--- src/rtl/key_codes_pkg.sv ---
// Key codes from the PS/2 decoder and the entry FSM state encodings
// shared by the keypad sequencer and its users.
package key_codes_pkg;

  localparam int KEY_DIGIT_MAX = 9;
  localparam int KEY_OP_LO     = 20;
  localparam int KEY_OP_HI     = 23;
  localparam int KEY_ENTER     = 26;
  localparam int KEY_RUN       = 27;
  localparam int KEY_CLEAR     = 28;

  // Encodings are shown on the 7-seg debug display, so they are fixed.
  typedef enum logic [2:0] {
    S_OP1   = 3'd0,
    S_OP2   = 3'd1,
    S_ASM   = 3'd2,
    S_ARMED = 3'd3,
    S_RUN   = 3'd4
  } entry_state_e;

endpackage

--- src/rtl/key_entry_sequencer_if.sv ---
// Key strobe bus from the PS/2 key decoder (master) to the sequencer (slave).
interface key_entry_sequencer_if #(
  parameter int KEY_WIDTH = 8
);

  logic [KEY_WIDTH-1:0] key_code;
  logic                 key_valid;

  modport master (output key_code, output key_valid);
  modport slave  (input  key_code, input  key_valid);

endinterface

--- src/rtl/decimal_accumulator.sv ---
// Builds a saturating decimal operand one digit per load; clear and load
// together start a fresh operand with that digit.
module decimal_accumulator #(
  parameter int DATA_WIDTH = 8,
  parameter int MAX_DIGITS = 2
) (
  input  logic                  clock,
  input  logic                  RESET,
  input  logic                  clear,
  input  logic                  load,
  input  logic [3:0]            digit,
  output logic [DATA_WIDTH-1:0] value,
  output logic [2:0]            count,
  output logic                  saturated
);

  localparam int SUM_W = DATA_WIDTH + 4;
  localparam logic [SUM_W-1:0] MAX_VALUE = {4'd0, {DATA_WIDTH{1'b1}}};

  logic [DATA_WIDTH-1:0] base_value;
  logic [2:0]            base_count;
  logic [SUM_W-1:0]      wide;
  logic [SUM_W-1:0]      next_sum;
  logic                  take;

  // acc*10 as two shifts; four extra bits hold the worst case before saturation.
  always_comb begin
    base_value = clear ? '0 : value;
    base_count = clear ? 3'd0 : count;
    take       = load && (base_count < 3'(MAX_DIGITS));
    wide       = SUM_W'(base_value);
    next_sum   = (wide << 3) + (wide << 1) + SUM_W'(digit);
    saturated  = take && (next_sum > MAX_VALUE);
  end

  always_ff @(posedge clock) begin
    if (RESET) begin
      value <= '0;
      count <= '0;
    end else if (take) begin
      value <= saturated ? {DATA_WIDTH{1'b1}} : next_sum[DATA_WIDTH-1:0];
      count <= base_count + 3'd1;
    end else if (clear) begin
      value <= '0;
      count <= '0;
    end
  end

endmodule

--- src/rtl/key_entry_sequencer.sv ---
// Keypad command sequencer: collects two decimal operands and an operator,
// then sequences assembler enable, program run and soft reset.
module key_entry_sequencer
  import key_codes_pkg::*;
#(
  parameter int          DATA_WIDTH     = 8,
  parameter int          KEY_WIDTH      = 8,
  parameter int          MAX_DIGITS     = 2,
  parameter int          ASM_HOLD       = 16,
  parameter int unsigned TIMEOUT_CYCLES = 50_000_000
) (
  input  logic                    clock,
  input  logic                    RESET,
  key_entry_sequencer_if.slave    keys,
  input  logic                    cpu_done,
  output logic [DATA_WIDTH-1:0]   operand1,
  output logic [DATA_WIDTH-1:0]   operand2,
  output logic [KEY_WIDTH-1:0]    operator_code,
  output logic [2:0]              digit_count,
  output logic                    assembler_en,
  output logic                    cu_enable,
  output logic                    soft_reset,
  output logic [2:0]              entry_state,
  output logic                    overflow,
  output logic                    timeout
);

  localparam int HOLD_W = (ASM_HOLD > 1) ? $clog2(ASM_HOLD) : 1;
  localparam logic [HOLD_W-1:0] HOLD_LAST = HOLD_W'(ASM_HOLD - 1);
  localparam logic [31:0] IDLE_LAST = (TIMEOUT_CYCLES == 0) ? 32'd0 : 32'(TIMEOUT_CYCLES - 1);

  entry_state_e          state;
  logic [HOLD_W-1:0]     hold_cnt;
  logic [31:0]           idle_cnt;
  logic [DATA_WIDTH-1:0] acc_value;
  logic key_digit, key_op, key_enter, key_run, key_clear, key_known;
  logic idle_run, timeout_fire, acc_clear, acc_load, acc_sat;

  // NOTE: every signal gets a value on every path through this block, so no latch is inferred.
  always_comb begin
    key_digit = keys.key_valid && (keys.key_code <= KEY_WIDTH'(KEY_DIGIT_MAX));
    key_op    = keys.key_valid && (keys.key_code >= KEY_WIDTH'(KEY_OP_LO))
                               && (keys.key_code <= KEY_WIDTH'(KEY_OP_HI));
    key_enter = keys.key_valid && (keys.key_code == KEY_WIDTH'(KEY_ENTER));
    key_run   = keys.key_valid && (keys.key_code == KEY_WIDTH'(KEY_RUN));
    key_clear = keys.key_valid && (keys.key_code == KEY_WIDTH'(KEY_CLEAR));
    key_known = key_digit || key_op || key_enter || key_run || key_clear;

    // A pending key always beats an expiring idle counter.
    idle_run     = ((state == S_OP1) && (digit_count != 3'd0)) || (state == S_OP2);
    timeout_fire = (TIMEOUT_CYCLES != 0) && idle_run && !key_known && (idle_cnt == IDLE_LAST);

    acc_load  = key_digit && ((state == S_OP1) || (state == S_OP2) || (state == S_ARMED));
    acc_clear = key_clear || timeout_fire
             || ((state == S_OP1)   && key_op)
             || ((state == S_ARMED) && key_digit)
             || ((state == S_RUN)   && cpu_done);
  end

  decimal_accumulator #(
    .DATA_WIDTH (DATA_WIDTH),
    .MAX_DIGITS (MAX_DIGITS)
  ) u_acc (
    .clock     (clock),
    .RESET     (RESET),
    .clear     (acc_clear),
    .load      (acc_load),
    .digit     (keys.key_code[3:0]),
    .value     (acc_value),
    .count     (digit_count),
    .saturated (acc_sat)
  );

  assign entry_state = state;

  // NOTE: RESET is synchronous, so it lives inside the clocked block; all state uses <=.
  always_ff @(posedge clock) begin
    if (RESET || key_clear) begin
      state         <= S_OP1;
      operand1      <= '0;
      operand2      <= '0;
      operator_code <= '0;
      assembler_en  <= 1'b0;
      cu_enable     <= 1'b0;
      overflow      <= 1'b0;
      timeout       <= 1'b0;
      soft_reset    <= !RESET;
      hold_cnt      <= '0;
      idle_cnt      <= '0;
    end else begin
      soft_reset <= 1'b0;
      if (key_known) begin
        idle_cnt <= '0;
        timeout  <= 1'b0;
      end else if (idle_run) begin
        idle_cnt <= idle_cnt + 32'd1;
      end else begin
        idle_cnt <= '0;
      end

      if (timeout_fire) begin
        state         <= S_OP1;
        operand1      <= '0;
        operand2      <= '0;
        operator_code <= '0;
        timeout       <= 1'b1;
      end else begin
        case (state)
          S_OP1: if (key_op) begin
            operand1      <= acc_value;
            operator_code <= keys.key_code;
            state         <= S_OP2;
          end
          S_OP2: if (key_op && (digit_count == 3'd0)) begin
            operator_code <= keys.key_code;
          end else if (key_enter) begin
            operand2     <= acc_value;
            assembler_en <= 1'b1;
            hold_cnt     <= HOLD_LAST;
            state        <= S_ASM;
          end
          // The assembler_en falling edge is where downstream latches the program.
          S_ASM: if (hold_cnt == '0) begin
            assembler_en <= 1'b0;
            state        <= S_ARMED;
          end else begin
            hold_cnt <= hold_cnt - 1'b1;
          end
          S_ARMED: if (key_run) begin
            cu_enable <= 1'b1;
            state     <= S_RUN;
          end else if (key_digit) begin
            operand1      <= '0;
            operand2      <= '0;
            operator_code <= '0;
            overflow      <= 1'b0;
            state         <= S_OP1;
          end
          S_RUN: if (cpu_done) begin
            cu_enable <= 1'b0;
            state     <= S_OP1;
          end
          default: state <= S_OP1;
        endcase
      end

      if (acc_sat) overflow <= 1'b1;
    end
  end

endmodule

--- src/flat_wrapper.sv ---
// flat-port wrapper written by rule: the top's interface ports become plain ports
module key_entry_sequencer_flat import key_codes_pkg::*;
#(
  parameter int          DATA_WIDTH     = 8,
  parameter int          KEY_WIDTH      = 8,
  parameter int          MAX_DIGITS     = 2,
  parameter int          ASM_HOLD       = 16,
  parameter int unsigned TIMEOUT_CYCLES = 50_000_000
)
  (clock, RESET, cpu_done, operand1, operand2, operator_code, digit_count, assembler_en, cu_enable, soft_reset, entry_state, overflow, timeout, keys_key_code, keys_key_valid);
  key_entry_sequencer_if #(.KEY_WIDTH(KEY_WIDTH)) keys_i ();
  input  logic clock;
  input  logic RESET;
  input  logic cpu_done;
  output logic [DATA_WIDTH-1:0] operand1;
  output logic [DATA_WIDTH-1:0] operand2;
  output logic [KEY_WIDTH-1:0] operator_code;
  output logic [2:0] digit_count;
  output logic assembler_en;
  output logic cu_enable;
  output logic soft_reset;
  output logic [2:0] entry_state;
  output logic overflow;
  output logic timeout;
  input wire logic [$bits(keys_i.key_code)-1:0] keys_key_code;
  input wire logic [$bits(keys_i.key_valid)-1:0] keys_key_valid;
  assign keys_i.key_code = keys_key_code;
  assign keys_i.key_valid = keys_key_valid;
  key_entry_sequencer #(.DATA_WIDTH(DATA_WIDTH), .KEY_WIDTH(KEY_WIDTH), .MAX_DIGITS(MAX_DIGITS), .ASM_HOLD(ASM_HOLD), .TIMEOUT_CYCLES(TIMEOUT_CYCLES)) u_core (.clock(clock), .RESET(RESET), .keys(keys_i), .cpu_done(cpu_done), .operand1(operand1), .operand2(operand2), .operator_code(operator_code), .digit_count(digit_count), .assembler_en(assembler_en), .cu_enable(cu_enable), .soft_reset(soft_reset), .entry_state(entry_state), .overflow(overflow), .timeout(timeout));
endmodule
--- config.mk ---
export PLATFORM = sky130hd
export DESIGN_NAME = key_entry_sequencer_flat
export DESIGN_NICKNAME = d
export VERILOG_FILES = /design/src/rtl/key_codes_pkg.sv /design/src/rtl/key_entry_sequencer_if.sv /design/src/rtl/decimal_accumulator.sv /design/src/rtl/key_entry_sequencer.sv /design/src/flat_wrapper.sv
export SDC_FILE = /design/constraint.sdc
export NUM_CORES = 1
export LEC_CHECK = 0
export ABC_AREA = 1
export CAP_MARGIN = 20
export CORE_MARGIN = 1.5
export CORE_UTILIZATION = 50
export CTS_CLUSTER_DIAMETER = 150
export DETAILED_ROUTE_END_ITERATION = 10
export HOLD_SLACK_MARGIN = 0.06
export PLACE_DENSITY = 0.8
export SLEW_MARGIN = 20
export SYNTH_ARGS = -nofsm -noshare
export SYNTH_HDL_FRONTEND = slang
export SYNTH_SLANG_ARGS = --single-unit
--- constraint.sdc ---
create_clock -name clock -period 3.4 [get_ports clock]
set_input_delay 0.51 -clock clock [delete_from_list [all_inputs] [get_ports clock]]
set_output_delay 0.51 -clock clock [all_outputs]
set_load 0.02 [all_outputs]
==> results of run 1 <==
## sequential cells by signal, summed over array words and instances, names as in the netlist, 3 cells and up
name and flops:
u_core.entry_state 3, u_core.u_acc.value 8, u_core.operand1 8, u_core.idle_cnt 32
u_core.operand2 8, u_core.u_acc.count 3, u_core.operator_code 8, u_core.hold_cnt 4
## Yosys cell counts (8+ instances only)
cell type,n
nand2_1,138
nor2_1,91
inv_1,82
dfxtp_1,79
a21oi_1,42
nand3_1,25
ha_1,17
xor2_1,13
nand4_1,12
nor3_1,10
inv_2,9
o21ai_0,8
o21ai_1,8
## final timing paths
check	to	slack, ps	depth (start not counted)	from
hold / removal	u_core.operator_code[7]	450	2	u_core.operator_code[7]
hold reg to reg	u_core.operator_code[7]	450	2	u_core.operator_code[7]
setup / recovery	u_core.u_acc.value[2]	-330	23	keys_key_code[0]
setup reg to reg	u_core.u_acc.value[2]	-180	23	u_core.idle_cnt[1]
## stage by stage
| stage | instance area, um^2 | setup WS [ps] |
|---|---|---|
| 2_1_floorplan | 4250 | 87.7 |
| 3_3_place_gp | 5240 | -592 |
| 3_5_place_dp | 5240 | -731 |
| 4_1_cts | 5940 | 8.23 |
| 5_1_grt | 6210 | -557 |
| 6_report | 6210 | -332 |
## worst max-delay path: cells and delay by family
| family | cells | cell delay (ps) |
|---|---|---|
| AO/OA/AOI/OAI | 1 | 220 |
| adder cells (fa/ha/maj) | 2 | 560 |
| buffers and inverters | 5 | 790 |
| AND/OR/NAND/NOR | 15 | 1920 |
## cells by family (layout without fill, tap and decap cells)
logic type                 count (synthesis)  count (layout)
AOI/OAI and AO/OA                         74              74
xor gates and xnor gates                  19              19
adders and majority gates                 19              19
buffers and inverters                    100             256
DFF                                       79              79
and+or+nand+nor                          312             313
## layer usage
metal | wire (um) | vias up | share of wire (%) | GRT usage [%]
li1 | - | 2229 | - | -
met1 | 5570 | 2251 | 37 | 38.1
met2 | 6940 | 324 | 46 | 52.3
met3 | 1290 | 130 | 8.6 | 7.89
met4 | 1150 | 0 | 7.7 | 16.0
met5 | 0 | - | 0 | 0
## placed cells by master, fill, tap and decap left out, types with 9 or more instances in the layout
cell / n
nand2_1: 125
buf_4: 95
inv_1: 77
dfxtp_1: 77
nor2_1: 72
a21oi_1: 37
clkdlybuf4s50_1: 37
nor2_2: 17
nand3_1: 17
inv_2: 13
nand2_2: 12
nor2_4: 12
nand4_1: 12
xor2_1: 12
nand3_2: 11
nor3_1: 10
o21ai_1: 9
ha_1: 9
clkbuf_8: 9
## power groups by stage
stage / logic (W) / registers, W / clock network [W]
after floorplan: 0.000273 / 0.00107 / 0
after global placement: 0.000474 / 0.00103 / 0
after detailed placement: 0.000486 / 0.00103 / 0
after CTS: 0.000509 / 0.00101 / 0.000920
after global routing: 0.000687 / 0.00102 / 0.000983
final: 0.000642 / 0.00101 / 0.000951
## repair_timing
action / 4_1_cts / 5_1_grt
endpoints found under the setup margin: 9 / 28
cloned: 1 / 0
setup buffers: 32 / 12
gates resized for setup: 45 / 72
pin swaps: 27 / 26
## cell type report
cell class                      instances  share of cell area, %
Clock buffer                            9                   2.00
Sequential cell                        79                   25.5
Multi-Input combinational cell        425                   42.7
Tap cell                              105                   2.12
Clock inverter                          7                   2.34
Inverter                               93                   5.81
Timing Repair Buffer                  147                   19.6
==> metrics.md, run 1 <==
| Metric | Value |
|---|---|
| Hold Path Class | `register to register` |
| Fin cells | `approximately 870` |
| DR WL/cell | `~17 um` |
| Synth area leaders | `dfxtp_1 37%, nand2_1 12%, nor2_1 8.0%, inv_1 7.2%, ha_1 5.0%` |
| Leakage power | `about 2.7 nW` |
| # rows | `33` |
| Synth async-reset ratio | `0%` |
| MaxCap Viol Count | `0` |
| Sw Pwr | `~0.00082 W` |
| Final setup violation count | `10` |
| Routability Congestion | `between 0.9 and 1` |
| Critical Path Fanout Max | `6` |
| Share of the synthesized area in the top cell type | `a little under two fifths` |
| Clk_lat worst skew | `~370 ps` |
| Critical path class | `input pin to register` |
| Antenna violations before repair | `0` |
| Tcrit/Tclk final | `110%` |
| Post-placement cell count | `~810` |
| Comb pwr share | `24.6%` |
| Netlist Area Pre-Place | `roughly 0.0042 mm^2` |
| Hold_ws | `approximately 450 ps` |
| Syn Inst Count | `603` |
| Worst-Margin Slew | `around 460 ps` |
| Post-DP HPWL | `around 7.9 mm` |
| Core footprint | `about 0.0082 mm^2` |
| Post-Synth Adder-Cell Area | `approximately 5.9%` |
| Critical Path Source Type | `input pin` |
| H-tree Lvls | `3` |
| Syn avg cell area | `around 7.0 um^2` |
| Number of global-route vias before repair | `around 4500` |
| Pwr dens | `~420 mW/mm^2` |
| Period minus WS final | `3730 ps` |
| Num CTS Buffers | `9` |
| First-pass GRT wire length | `about 22 mm` |
| Violated checks | `negative setup slack` |
| Total area of sequential cells | `between 0.0015 and 0.002 mm^2` |
| Clock Root Buffer | `clkbuf_8` |
| Largest net degree at the start of global routing | `28` |
| Chip height | `95.2 um` |
| DRT iter0 DRCs | `roughly 570` |
| Post-Route WL | `between 10 and 15 mm` |
| Req. time, crit path | `about 3700 ps` |
| CTS Hold Bufs | `0` |
| RSZ-0062 raised after global routing | `true` |
| Crit end category | `register` |
| Total congestion overflow | `0` |
| Via density | `roughly 5.7` |
| Clock Pin Slew Worst Setup and Hold Paths | `100 ps` |
| Finished Core Util | `about three quarters` |
| Clk pwr share | `between 30% and 40%` |
| Starting Density | `between 50% and 60%` |
| Area of the multi-input gates | `about 0.0026 mm^2` |
| Drc violations | `0` |
| Max clock buf depth | `2` |
| Post-synth cell types | `44` |
| Status | `complete, but fails checks` |
| CTS Sinks | `79` |
| Main combinational cell family by area after synthesis | `simple AND/OR/NAND/NOR gates` |
| Post-synth EDFFs | `0` |
| Share of cells above drive strength 1 | `between 30% and 40%` |
| Worst-path cell chain | `dlygate4sd2_1 -> nor2_2 -> nand3_2 -> inv_1 -> nand2_2 -> nand2_2 -> nor2_4 -> nand3_4 -> nand2_8 -> buf_6 -> nor2_1 -> ha_1 -> ha_4 -> nand2_1 -> inv_1 -> nand2_1 -> nand3_2 -> or2_2 -> a21oi_4 -> buf_6 -> nand4_4 -> nor2_1 -> nor2_1` |
| Flop pwr share | `approximately 39%` |
| Rel. slew slack | `a little over two thirds` |
| CTS tree | `done` |
| Peak VDD IR | `between 0.2 and 0.3 mV` |
| Hold Vio Cnt, Final | `0` |
| Die Width | `around 95 um` |
| IO Port Bufs | `46` |
| Achievable clock frequency | `268 MHz` |
| Slowest cell on the critical path | `dlygate4sd2_1` |
| Max-slew violations | `0` |
| Synth Area in Compound Gates | `approximately 10%` |
| Post-Synth XOR/XNOR Area | `3.92%` |
| Fin worst setup slack | `-332 ps` |
| Multiplexer share of the synthesized area | `0%` |
| Primary FF master, synth | `dfxtp_1` |
| Layout Skew | `between 20 and 25 ps` |
| Die Area | `just over 0.009 mm^2` |
| Ant. Diodes | `0` |
| Ys Warns | `0` |
| DR pass1 iterations | `9` |
| Post-synthesis register bit count | `between 70 and 80` |
| Net count, final | `786` |
| CP dominant cell by count | `nor2_1` |
| DRT antenna net count | `0` |
| Arr. time, crit path | `4000 ps` |
| Area growth syn-to-layout | `46.1%` |
| Simple-gate portion of the synthesized area | `33.7%` |
| Setup TNS | `-2550 ps` |
| Sequential fraction of the synthesis area | `between 30% and 40%` |
| Synthesized netlist net count | `634` |
| GRT Util Overall | `about a third` |
| Total power | `0.00261 W` |
| Filler Cell Count | `a little under 500` |
| P_int | `~0.0018 W` |
| Synth area leader | `dfxtp_1` |
| Via count | `about 4900` |
| Switching share of power | `between 30% and 40%` |
| Num ports | `47` |
| Worst path max stage delay | `approximately 330 ps` |
Note: power is estimated with default switching activity, not from simulation.
==> run 2: changes to the inputs <==
--- a/config.mk
+++ b/config.mk
@@ -8,12 +8,13 @@
 export ABC_AREA = 1
 export CAP_MARGIN = 20
 export CORE_MARGIN = 1.5
-export CORE_UTILIZATION = 50
+export CORE_UTILIZATION = 45
 export CTS_CLUSTER_DIAMETER = 150
 export DETAILED_ROUTE_END_ITERATION = 10
 export HOLD_SLACK_MARGIN = 0.06
-export PLACE_DENSITY = 0.8
+export PLACE_DENSITY = 0.73
 export SLEW_MARGIN = 20
 export SYNTH_ARGS = -nofsm -noshare
 export SYNTH_HDL_FRONTEND = slang
+export SYNTH_HIERARCHICAL = 1
 export SYNTH_SLANG_ARGS = --single-unit
==> run 2 against run 1 <==
Compared with the run above: the flow still finishes with violations (negative setup slack); sequential power up 4%; via count up 8.4%; clock skew shrank 14 ps; flip-flop and latch count did not move; core utilization fell by 11 points; combinational power increased by 43%; fmax rose by 8.9%; critical endpoint is now u_core/operand2[4]; largest cell class unchanged.
==> metrics.md, run 2 <==
| Metric | Value |
|---|---|
| Status | `complete, but fails checks` |
| Violated checks | `negative setup slack` |
| CTS tree | `done` |
| First-pass GRT wire length | `23.1 mm (+5.2%)` |
| Synth async-reset ratio | `0% (unchanged)` |
| P_int | `0.00167 W (-6.7%)` |
| Clock Pin Slew Worst Setup and Hold Paths | `80 ps (-20 ps)` |
| Die Width | `106 um (+11%)` |
| Leakage power | `2.85 nW (+6.4%)` |
| Syn avg cell area | `6.48 um^2 (-8.1%)` |
| DR WL/cell | `14.6 um (-15%)` |
| Top reg by flops | `u_core/idle_cnt` |
| Max reg flops | `32 (unchanged)` |
| Largest net degree at the start of global routing | `33 (+18%)` |
| Critical Path Fanout Max | `13 (+7)` |
| H-tree Lvls | `3 (unchanged)` |
| Area growth syn-to-layout | `38.4%` |
| Post-DP HPWL | `9.89 mm (+25%)` |
| Arr. time, crit path | `3670 ps (-330 ps)` |
| Commonest cells after routing, fill and taps aside | `181 x nand2_1, 118 x nor2_1, 94 x inv_1` |
| Layout Skew | `9.28 ps (-14.2 ps)` |
| MaxCap Viol Count | `0 (unchanged)` |
| Post-placement cell count | `969 (+20%)` |
| Syn Inst Count | `736 (+22%)` |
| Filler Cell Count | `845 (+72%)` |
| Number of global-route vias before repair | `5202 (+15%)` |
| Post-synth EDFFs | `0 (unchanged)` |
| Ant. Diodes | `0 (unchanged)` |
| # rows | `37 (+12%)` |
| Worst-Margin Slew | `652 ps (+197 ps)` |
| DRT antenna net count | `0 (unchanged)` |
| Share of cells above drive strength 1 | `24.6% (-5.5 points)` |
| IO Port Bufs | `46 (unchanged)` |
| Hold Vio Cnt, Final | `0 (unchanged)` |
| Primary FF master, synth | `dfxtp_1` |
| Post-synth cell types | `36 (-18%)` |
| Tcrit/Tclk final | `101% (-9.0 points)` |
| Starting Density | `46.4% (-5.3 points)` |
| Synth area leaders | `dfxtp_1 33%, nand2_1 15%, nor2_1 9.6%, inv_1 7.7%, a21oi_1 5.0%` |
| Sequential fraction of the synthesis area | `33.2% (-4.0 points)` |
| Num CTS Buffers | `9 (unchanged)` |
| Sw Pwr | `0.00102 W (+25%)` |
| Hold Path Class | `register to register` |
| Req. time, crit path | `3640 ps (-30 ps)` |
| Crit end category | `register` |
| Period minus WS final | `3430 ps (-306 ps)` |
| Clk_lat worst skew | `350 ps (-20 ps)` |
| Synth cell count leaders | `192 x nand2_1, 122 x nor2_1, 98 x inv_1` |
| Pwr dens | `408 mW/mm^2 (-2.9%)` |
| Total congestion overflow | `0 (unchanged)` |
| Clk pwr share | `27.1% (-9.4 points)` |
| Final setup violation count | `25 (+15)` |
| Achievable clock frequency | `292 MHz (+8.9%)` |
| CTS Sinks | `79 (unchanged)` |
| Commonest non-fill, non-tap cell in the layout | `nand2_1` |
| Top-count cell post-synth | `nand2_1` |
| Total power | `0.00269 W (+3.2%)` |
| Final Instance Area | `0.00660 mm^2 (+6.3%)` |
| Max clock buf depth | `2 (unchanged)` |
| Fin worst setup slack | `-25.7 ps (+306 ps)` |
| Synth area leader | `dfxtp_1` |
| Core footprint | `0.0103 mm^2 (+25%)` |
| Synthesized netlist net count | `767 (+21%)` |
| Share of the synthesized area in the top cell type | `33.2% (-4.0 points)` |
| DRT iter0 DRCs | `326 (-43%)` |
| Die Area | `0.0112 mm^2 (+24%)` |
| Via density | `5.23 (-8.2%)` |
| Peak VDD IR | `0.284 mV (-0.64%)` |
| Critical path class | `input pin to register` |
| Switching share of power | `38.0% (+6.6 points)` |
| Drc violations | `0 (unchanged)` |
| Rel. slew slack | `56.5% (-13 points)` |
| Ys Warns | `6 (+6)` |
| Placed Area | `0.00579 mm^2 (+10%)` |
| Num ports | `47 (unchanged)` |
| Routability Congestion | `0.981 (+4.4%)` |
| Post-synthesis register bit count | `79 (unchanged)` |
| DR pass1 iterations | `5 (-4)` |
| Net count, final | `912 (+16%)` |
| Comb pwr share | `34.0% (+9.4 points)` |
| Via count | `5350 (+8.4%)` |
| Chip height | `106 um (+11%)` |
| GRT Util Overall | `25.4% (-6.3 points)` |
| Antenna violations before repair | `0 (unchanged)` |
| Clock Root Buffer | `clkbuf_8` |
| Netlist Area Pre-Place | `0.00477 mm^2 (+12%)` |
| Critical Path Source Type | `input pin` |
| Flop pwr share | `38.9% (about the same)` |
| Post-Route WL | `14.9 mm (-0.12%)` |
| Max-slew violations | `0 (unchanged)` |
| Finished Core Util | `64.2% (-11 points)` |
| Fin cells | `1022 (+18%)` |
==> run 2: worst paths after layout <==
path	cells past startpoint	from	endpoint	slack [ps]
max	25	keys_key_code[3]	u_core/operand2[4]	-30
min	2	u_core/operator_code[7]	u_core/operator_code[7]	450
max reg2reg	22	u_core/idle_cnt[20]	u_core/operand2[4]	20
min reg2reg	2	u_core/operator_code[7]	u_core/operator_code[7]	450
==> run 2: metal layers <==
layer | global-route usage (%) | wire, um | vias up
li1 | - | - | 2599
met1 | 27.9 | 5850 | 2484
met2 | 47.1 | 7550 | 200
met3 | 5.89 | 888 | 67
met4 | 9.65 | 639 | 0
met5 | 0 | 0 | -
==> run 2: critical path, cell delays in order <==
cell,delay [ps]
clkdlybuf4s15_1,290
inv_1,100
nand3_1,100
inv_1,70
nand2_2,90
nand3_4,90
nor2_4,160
nand3_4,110
buf_4,160
buf_4,130
buf_4,130
buf_4,130
buf_4,120
buf_4,130
buf_4,120
buf_4,130
buf_4,130
buf_4,130
buf_4,130
buf_4,120
buf_4,120
buf_4,120
buf_4,180
nand2_8,120
nor2_1,60
==> run 2: layout make-up <==
cell class	count	area, um^2	share of cell area [%]
tap	136	170	2.58
timing repair buffer	139	1160	17.5
sequential	79	1590	24.1
inverter	112	425	6.45
clock inverter	5	56.3	0.854
clock buffer	11	151	2.30
multi-input combinational	540	3050	46.2
==> run 2: cells by family after synthesis <==
group                    after synthesis  share of synthesized area, %
AO/OA/AOI/OAI                         65                          7.17
flip-flops                            79                          33.2
AND/OR/NAND/NOR                      436                          41.2
buffers and inverters                121                          10.3
adder cells (fa/ha/maj)               19                          5.15
XOR/XNOR                              16                          2.94
==> run 2: repair_timing <==
item	CTS	global route
setup endpoints to repair	9	38
setup buffers	26	7
pin swaps	15	18
hold buffers	0	0
cloned	1	3
gates resized for setup	25	57
==> run 2: per-stage QoR <==
| stage | setup TNS [ps] | setup WS [ps] | hold slack (ps) |
|---|---|---|---|
| finish | -377 | -25.7 | 447 |
| floorplan | 0 | 0.325 | 429 |
| global route | -3560 | -169 | 468 |
| CTS | -23.5 | -23.5 | 445 |
| detailed placement | -5220 | -626 | 433 |
| global placement | -4090 | -496 | 432 |
==> run 2: power groups by stage <==
stage	clock network (W)	logic, W	registers [W]
after floorplan	0	0.000526	0.00109
after global placement	0	0.000775	0.00106
after detailed placement	0	0.000804	0.00106
after CTS	0.000740	0.000824	0.00104
after global routing	0.000780	0.00100	0.00106
final	0.000728	0.000915	0.00105
==> run 3: changes to the inputs <==
--- a/config.mk
+++ b/config.mk
@@ -7,12 +7,14 @@
 export LEC_CHECK = 0
 export ABC_AREA = 1
 export CAP_MARGIN = 20
+export CELL_PAD_IN_SITES_DETAIL_PLACEMENT = 1
+export CELL_PAD_IN_SITES_GLOBAL_PLACEMENT = 1
 export CORE_MARGIN = 1.5
-export CORE_UTILIZATION = 45
+export CORE_UTILIZATION = 37
 export CTS_CLUSTER_DIAMETER = 150
 export DETAILED_ROUTE_END_ITERATION = 10
 export HOLD_SLACK_MARGIN = 0.06
-export PLACE_DENSITY = 0.73
+export PLACE_DENSITY = 0.82
 export SLEW_MARGIN = 20
 export SYNTH_ARGS = -nofsm -noshare
 export SYNTH_HDL_FRONTEND = slang
==> run 3 against run 2 <==
Compared with the run above: the run still ends with negative setup slack left; fmax fell by 3.2%; core utilization down 10 points; via count rose by 2.7%; critical path type unchanged.
==> metrics.md, run 3 (same netlist as run 2, synthesis figures left out) <==
| Metric | Value |
|---|---|
| Status | `complete, but fails checks` |
| Violated checks | `negative setup slack` |
| CTS Hold Bufs | `0 (unchanged)` |
| Largest net degree at the start of global routing | `33 (unchanged)` |
| Share of cells above drive strength 1 | `26.8% (+2.2 points)` |
| Placed Area | `0.00586 mm^2 (+1.3%)` |
| Rel. slew slack | `71.6% (+15 points)` |
| Critical Path Source Type | `input pin` |
| Routability Congestion | `0.914 (-6.8%)` |
| Total congestion overflow | `0 (unchanged)` |
| Via density | `5.26 (+0.56%)` |
| Fin worst setup slack | `-138 ps (-112 ps)` |
| Critical Path Fanout Max | `6 (-7)` |
| Ant. Diodes | `0 (unchanged)` |
| M1 wire length | `7.60 mm (+30%)` |
| Via count | `5496 (+2.7%)` |
| Filler Cell Count | `1604 (+90%)` |
| Post-Route WL | `19.5 mm (+31%)` |
| Worst path max stage delay | `270 ps (-20 ps)` |
| Tcrit/Tclk final | `104% (+3.3 points)` |
| Num ports | `47 (unchanged)` |
| Hold Path Class | `register to register` |
| DR pass1 iterations | `4 (-1)` |
| Core footprint | `0.0126 mm^2 (+22%)` |
| Crit end category | `register` |
| # rows | `41 (+11%)` |
| Met2 WL | `10.1 mm (+33%)` |
| Clock Pin Slew Worst Setup and Hold Paths | `70 ps (about the same)` |
| Drc violations | `0 (unchanged)` |
| Leakage power | `2.82 nW (-0.97%)` |
| Area of the multi-input gates | `0.00314 mm^2 (+3.2%)` |
| Max clock buf depth | `2 (unchanged)` |
| DRT iter0 DRCs | `272 (-17%)` |
| Total area of sequential cells | `0.00159 mm^2 (about the same)` |
| Req. time, crit path | `3640 ps (about the same)` |
| Max reg flops | `32 (unchanged)` |
| Highest routed layer | `met4` |
| First-pass GRT wire length | `27.5 mm (+19%)` |
| CP dominant cell by count | `nand2_1` |
| Peak VDD IR | `0.278 mV (-2.1%)` |
| Die Width | `116 um (+10%)` |
| Pwr dens | `467 mW/mm^2 (+14%)` |
| Area growth syn-to-layout | `42.2%` |
| DR WL/cell | `18.7 um (+28%)` |
| MaxCap Viol Count | `0 (unchanged)` |
| Total power | `0.00316 W (+18%)` |
| GRT Util Overall | `26.2% (+0.80 points)` |
| Max-slew violations | `0 (unchanged)` |
| Critical path class | `input pin to register` |
| Setup WS pre-CTS | `-785 ps (-159 ps)` |
| Slowest cell on the critical path | `ha_4` |
| Clk_lat worst skew | `350 ps (about the same)` |
| Starting Density | `37.9% (-8.5 points)` |
| Die Area | `0.0136 mm^2 (+21%)` |
| Chip height | `116 um (+10%)` |
| RSZ-0062 raised after global routing | `true` |
| Setup TNS | `-806 ps (-428 ps)` |
| WL met3 | `938 um (+5.6%)` |
| Num CTS Buffers | `9 (unchanged)` |
| Worst-Margin Slew | `425 ps (-228 ps)` |
| Commonest cells after routing, fill and taps aside | `175 x nand2_1, 113 x nor2_1, 86 x inv_1` |
| Top reg by flops | `u_core/idle_cnt` |
| Period minus WS final | `3540 ps (+112 ps)` |
| Clock Root Buffer | `clkbuf_16` |
| Final setup violation count | `9 (-64%)` |
| Commonest non-fill, non-tap cell in the layout | `nand2_1` |
| Hold Vio Cnt, Final | `0 (unchanged)` |
| H-tree Lvls | `3 (unchanged)` |
| Hold Path Stages | `2 (unchanged)` |
| CTS Sinks | `79 (unchanged)` |
| Arr. time, crit path | `3780 ps (+110 ps)` |
| Number of global-route vias before repair | `5610 (+7.8%)` |
| Antenna violations before repair | `0 (unchanged)` |
| R2R cell count | `23 (+4.5%)` |
| Post-DP HPWL | `12.2 mm (+23%)` |
| Net count, final | `898 (-1.5%)` |
| Final Instance Area | `0.00678 mm^2 (+2.7%)` |
| Layout Skew | `10.5 ps (+1.18 ps)` |
| IO Port Bufs | `46 (unchanged)` |
| CTS tree | `done` |
| DRT antenna net count | `0 (unchanged)` |
| Achievable clock frequency | `283 MHz (-3.2%)` |
## run 3: through the flow
| step | std cells | util [%] | hold WS [ps] |
|---|---|---|---|
| 2_1_floorplan | 736 | - | 429 |
| 3_3_place_gp | 1009 | 46.7 | 436 |
| 3_5_place_dp | 1009 | 46.7 | 443 |
| 4_1_cts | 1033 | 51.4 | 453 |
| 5_1_grt | 1044 | 53.9 | 482 |
| 6_report | 1044 | 53.9 | 452 |
## run 3: worst paths after layout
check / from / endpoint / slack [ps]
setup / recovery: keys_key_code[0] / u_core/u_acc/value[0] / -140
setup reg to reg: u_core/entry_state[2] / u_core/u_acc/value[0] / -40
hold reg to reg: u_core/operator_code[6] / u_core/operator_code[6] / 450
hold / removal: u_core/operator_code[6] / u_core/operator_code[6] / 450
## run 3: final cells by class
class | instances | share of cell area, %
Sequential cell | 79 | 23.5
Multi-Input combinational cell | 538 | 46.4
Clock inverter | 7 | 1.86
Tap cell | 172 | 3.18
Inverter | 112 | 6.28
Timing Repair Buffer | 127 | 15.5
Clock buffer | 9 | 3.32
## run 3: power by group
part | switching, W | total, W | internal (W)
sequential | 0.0000678 | 0.00106 | 0.000990
clock | 0.000430 | 0.00116 | 0.000728
combinational | 0.000650 | 0.000950 | 0.000299
## run 3: metal layers
layer  global-route usage (%)  vias to the layer above
li1                         -                     2559
met1                     29.8                     2665
met2                     47.5                      194
met3                     4.77                       78
met4                     12.3                        0
met5                        0                        -
## run 3: timing repair
item | 4_1_cts | 5_1_grt
pin swaps | 14 | 30
setup endpoints to repair | 9 | 9
cloned | 2 | 0
setup buffers | 6 | 11
gates resized for setup | 44 | 76
## run 3: critical path: cells and delay by family
family                   cells  cell delay, ps
AND/OR/NAND/NOR             15            1630
adder cells (fa/ha/maj)      2             530
buffers and inverters        7             910
AO/OA/AOI/OAI                1             180
